### src/rtl/csa_mp_sequencer.sv
// Multi-precision add/subtract sequencer. It drives one external WIDTH-bit carry-select
// adder slice per cycle, least-significant slice first, and chains the carry through a register.
module csa_mp_sequencer #(
    parameter int unsigned WIDTH = 16,
    parameter int unsigned WORDS = 4
) (
    input  logic                   clk,
    input  logic                   rst,
    input  logic                   in_valid,
    output logic                   in_ready,
    input  logic [WIDTH*WORDS-1:0] op_a,
    input  logic [WIDTH*WORDS-1:0] op_b,
    input  logic                   sub,
    input  logic                   cin,
    output logic [WIDTH-1:0]       add_a,
    output logic [WIDTH-1:0]       add_b,
    output logic                   add_cin,
    input  logic [WIDTH-1:0]       add_sum,
    input  logic                   add_cout,
    output logic                   out_valid,
    input  logic                   out_ready,
    output logic [WIDTH*WORDS-1:0] result,
    output logic                   carry_out,
    output logic                   overflow
);

    localparam int unsigned IDX_W = (WORDS > 1) ? $clog2(WORDS) : 1;
    localparam logic [IDX_W-1:0] LAST_IDX = IDX_W'(WORDS - 1);

    typedef enum logic [1:0] {
        S_IDLE,
        S_RUN,
        S_DONE
    } state_e;

    state_e                        state_q, state_d;
    logic [IDX_W-1:0]              idx_q, idx_d;
    logic                          carry_q, carry_d;
    logic [WORDS-1:0][WIDTH-1:0]   a_q, a_d;
    logic [WORDS-1:0][WIDTH-1:0]   b_q, b_d;
    logic [WORDS-1:0][WIDTH-1:0]   result_q, result_d;
    logic                          carry_out_q, carry_out_d;
    logic                          overflow_q, overflow_d;

    // State and datapath registers
    always_ff @(posedge clk) begin
        if (rst) begin
            state_q     <= S_IDLE;
            idx_q       <= '0;
            carry_q     <= 1'b0;
            a_q         <= '0;
            b_q         <= '0;
            result_q    <= '0;
            carry_out_q <= 1'b0;
            overflow_q  <= 1'b0;
        end else begin
            state_q     <= state_d;
            idx_q       <= idx_d;
            carry_q     <= carry_d;
            a_q         <= a_d;
            b_q         <= b_d;
            result_q    <= result_d;
            carry_out_q <= carry_out_d;
            overflow_q  <= overflow_d;
        end
    end

    // Next-state and adder-slice drive
    always_comb begin
        state_d     = state_q;
        idx_d       = idx_q;
        carry_d     = carry_q;
        a_d         = a_q;
        b_d         = b_q;
        result_d    = result_q;
        carry_out_d = carry_out_q;
        overflow_d  = overflow_q;
        add_a       = '0;
        add_b       = '0;
        add_cin     = 1'b0;

        unique case (state_q)
            S_IDLE: begin
                if (in_valid) begin
                    // Subtraction is A + ~B + 1, so B is inverted once at capture
                    a_d     = op_a;
                    b_d     = sub ? ~op_b : op_b;
                    carry_d = sub | cin;
                    idx_d   = '0;
                    state_d = S_RUN;
                end
            end
            S_RUN: begin
                add_a            = a_q[idx_q];
                add_b            = b_q[idx_q];
                add_cin          = carry_q;
                result_d[idx_q]  = add_sum;
                carry_d          = add_cout;
                if (idx_q == LAST_IDX) begin
                    state_d     = S_DONE;
                    carry_out_d = add_cout;
                    overflow_d  = (a_q[WORDS-1][WIDTH-1] == b_q[WORDS-1][WIDTH-1]) &&
                                  (add_sum[WIDTH-1] != a_q[WORDS-1][WIDTH-1]);
                end else begin
                    idx_d = idx_q + IDX_W'(1);
                end
            end
            S_DONE: begin
                if (out_ready) begin
                    state_d = S_IDLE;
                end
            end
            default: state_d = S_IDLE;
        endcase
    end

    assign in_ready  = (state_q == S_IDLE);
    assign out_valid = (state_q == S_DONE);
    assign result    = result_q;
    assign carry_out = carry_out_q;
    assign overflow  = overflow_q;

endmodule

### config.mk
export PLATFORM = sky130hd
export DESIGN_NAME = csa_mp_sequencer
export DESIGN_NICKNAME = d
export VERILOG_FILES = /design/src/rtl/csa_mp_sequencer.sv
export SDC_FILE = /design/constraint.sdc
export NUM_CORES = 1
export LEC_CHECK = 0
export BUFFER_PORTS_ARGS = -buffer_cell sky130_fd_sc_hd__buf_2
export CORE_MARGIN = 5
export CORE_UTILIZATION = 53
export DETAILED_ROUTE_END_ITERATION = 10
export PLACE_DENSITY_LB_ADDON = 0.1
export SLEW_MARGIN = 0
export SYNTH_ARGS = -nofsm -noshare
export SYNTH_HDL_FRONTEND = slang
export SYNTH_SLANG_ARGS = --single-unit
export TNS_END_PERCENT = 20
### constraint.sdc
create_clock -name clk -period 3.45 [get_ports clk]
set_input_delay 0.345 -clock clk [delete_from_list [all_inputs] [get_ports clk]]
set_output_delay 0.345 -clock clk [all_outputs]
set_load 0.02 [all_outputs]
==> metrics.md <==
| Metric | Value |
|---|---|
| Area delta synth->final | 20.98% |
| Final Util | 64.68% |
| Post-cts repair resize count | 0 |
| Synth cell count leaders | nand2_1, dfxtp_1, a21oi_1 |
| Die height | 138.6 um |
| CP Launch Point | idx_q[0]$_SDFFE_PP0P_ |
| Status | completed |
| Post-Syn Instances | 966 |
| Net Sw Frac | 27.74% |
| Initial antenna violation count | 3 |
| GR Util All Layers | 22.77% |
| Largest net degree at the start of global routing | 81 |
| Hpwl dp | 15570 um |
| Hold/Removal Path Class | input pin to flip-flop |
| Final Hold Viols | 0 |
| Synth Register Bits | 199 |
| Total Die Area | 19220 um^2 |
| Netlist Area Pre-Place | 8771 um^2 |
| DRC Markers | 0 |
| Routability cong. | 0.7766 |
| First-pass GRT wire length | 35900 um |
| VDD IR-drop max | 0.3673 mV |
| Start point of the worst hold path | op_a[55] |
| Static Leak | 4.232 nW |
| Vias per Instance | 5.188 |
| Yosys Warn Count | 0 |
| CTS tree | done |
| Top FF cell, synth | dfxtp_1 |
| Setup Fix Bufs, Post-CTS | 0 |
| Syn_area_per_cell | 9.080 um^2 |
| IO buf count | 251 |
| Clock power share | 36.2% |
| Clock buffer depth | 2 |
| Most frequent cell after synthesis | nand2_1 |
| Worst-path fanout max | 18 |
| Clock Skew | 0.009452 ns |
| Post-synth EDFFs | 0 |
| Grt ovf | 0 |
| Setup_tns | 0 ns |
| Combinational fraction of design power | 14.8% |
| Crit share post-route | 78.38% |
| Post-synth ARST share | 0% |
| Vias in the first global route | 6988 |
| Critical R2R Launch | idx_q[0]$_SDFFE_PP0P_ |
| Least-Margin Pin Slew | 1.061 ns |
| Setup crit start kind | flip-flop |
| Fraction of layout cells with a size suffix above 1 | 32.74% |
| Drt pass-1 iters | 4 |
| Cell Pwr Density | 483.5 nW/um^2 |
| Post-place setup slack | 1.151 ns |
| Hold buffer count at CTS | 0 |
| Slew HR | 29.27% |
| H-tree levels | 4 |
| Vias | 7247 |
| Area leader, netlist | dfxtp_1 |
| # rows | 47 |
| Cts bufs inserted | 17 |
| Core Region | 16410 um^2 |
| Worst skew pair latency | 0.43 ns |
| Final min period | 2.704 ns |
| CP arrival | 2.36 ns |
| Max-slew violations | 0 |
| Clock root buffer | clkbuf_16 |
| Internal power | 0.003707 W |
| Initial Util | 53.46% |
| Layout fillers | 1450 |
| Die X | 138.6 um |
| Largest cells by area after synthesis | dfxtp_1, nand2_1, mux4_2, a21oi_1, a211oi_2 |
| RSZ-0062 raised after global routing | false |
| Switching pwr | 0.001423 W |
| # IOs | 252 |
| Part of the Yosys area used for sequential elements | 45.42% |
| Antenna Nets Post-Route | 0 |
| Syn_nets | 1121 |
| FMAX | 0.3698 GHz |
| Worst endpoint required time | 3.11 ns |
| Final nets | 1319 |
| CP Class | flip-flop to output port |
| Worst-path clk slew | 0.08 ns |
| DR WL/cell | 16.00 um |
| DR iter-0 viols | 359 |
| Flop pwr share | 49.0% |
| Worst Setup End Kind | output port |
| Final Setup Violations | 0 |
| Final WS setup | 0.7458 ns |
| Netlist cell types | 27 |
| Clock Sinks | 199 |
| Top-area cell type share of the netlist area | 45.42% |
| Max-cap violations | 0 |
| Detailed Route WL | 22350 um |
[area by class of cell]
cell class,instances,area [um^2],area share [%]
Inverter,4,15.01,0.1415
Timing Repair Buffer,263,1430,13.48
Multi-Input combinational cell,679,4364,41.13
Clock buffer,17,425.4,4.009
Sequential cell,199,3986,37.57
Tap cell,220,275.3,2.594
Antenna cell,1,2.502,0.02358
Clock inverter,14,112.6,1.061
[kinds of logic (layout without fill, tap and decap cells)]
logic type / after synthesis / after routing / synth area share [%]
adders and majority gates: 4 / 4 / 0.5706
buffers and inverters: 88 / 298 / 4.921
xor gates and xnor gates: 64 / 64 / 6.391
muxes: 33 / 33 / 8.331
DFF: 199 / 199 / 45.42
AOI/OAI and AO/OA: 202 / 202 / 16.50
and+or+nand+nor: 376 / 376 / 17.86
other: 0 / 1 / 0
[worst paths after layout]
| path | slack [ns] | cells past startpoint | to |
|---|---|---|---|
| hold reg to reg | 0.45 | 2 | result[19]$_SDFFE_PP0P_ |
| setup / recovery | 0.75 | 4 | add_a[2] |
| setup reg to reg | 1.33 | 4 | overflow$_SDFFE_PP0P_ |
| hold / removal | 0.14 | 3 | a_q[55]$_SDFFE_PP0P_ |
[cell usage in the layout (no fill, tap or decap), drive strengths merged]
| cell | count |
|---|---|
| mux2i | 1 |
| nor2b | 33 |
| and3b | 4 |
| or3 | 1 |
| a311oi | 1 |
| nor3b | 1 |
| nand2 | 258 |
| ha | 4 |
| a21oi | 132 |
| o211ai | 2 |
| dfxtp | 199 |
| clkbuf | 17 |
| nand2b | 2 |
| nand3b | 5 |
| clkinv | 5 |
| nor2 | 67 |
| nor3 | 2 |
| a211oi | 65 |
| o21bai | 2 |
| clkinvlp | 1 |
| mux4 | 32 |
| diode | 1 |
| inv | 12 |
| or3b | 3 |
| buf | 263 |
| xnor2 | 64 |
[metrics by stage]
step           cell area, um^2  power (W)  cells  hold slack [ns]
6_report                 10610   0.005130   1397           0.1386
3_5_place_dp             10070   0.003329   1365           0.4434
4_1_cts                  10610   0.005176   1396           0.1246
5_1_grt                  10610   0.005352   1397           0.1262
3_3_place_gp             10070   0.003319   1365           0.4384
2_1_floorplan             8771   0.003081    966           0.4331
[flip-flops by register name (all words and copies together) (netlist names)]
register,cells
carry_out,1
a_q,64
idx_q,2
state_q,2
carry_q,1
b_q,64
overflow,1
result,64
[worst max-delay path, stage by stage, from the launching register on]
cell and delay (ns):
dfxtp_2 0.67, buf_4 0.37, mux4_2 0.53, nor2b_1 0.16, buf_2 0.21
[routing by layer]
layer / GRT usage (%) / wire length [um] / vias up
met4: 7.003 / 379 / 4
met2: 36.15 / 10420 / 210
met1: 30.63 / 10040 / 3366
met3: 6.172 / 1484 / 28
met5: 0 / 27 / -
li1: - / - / 3639
[power groups by stage]
stage | Combinational [W] | Sequential [W] | Clock, W
2_1_floorplan | 0.000533 | 0.00255 | 0
5_1_grt | 0.000835 | 0.00253 | 0.00199
4_1_cts | 0.000769 | 0.00251 | 0.00190
3_5_place_dp | 0.000765 | 0.00256 | 0
6_report | 0.000760 | 0.00251 | 0.00186
3_3_place_gp | 0.000756 | 0.00256 | 0
(Power assumes the default switching activity.)
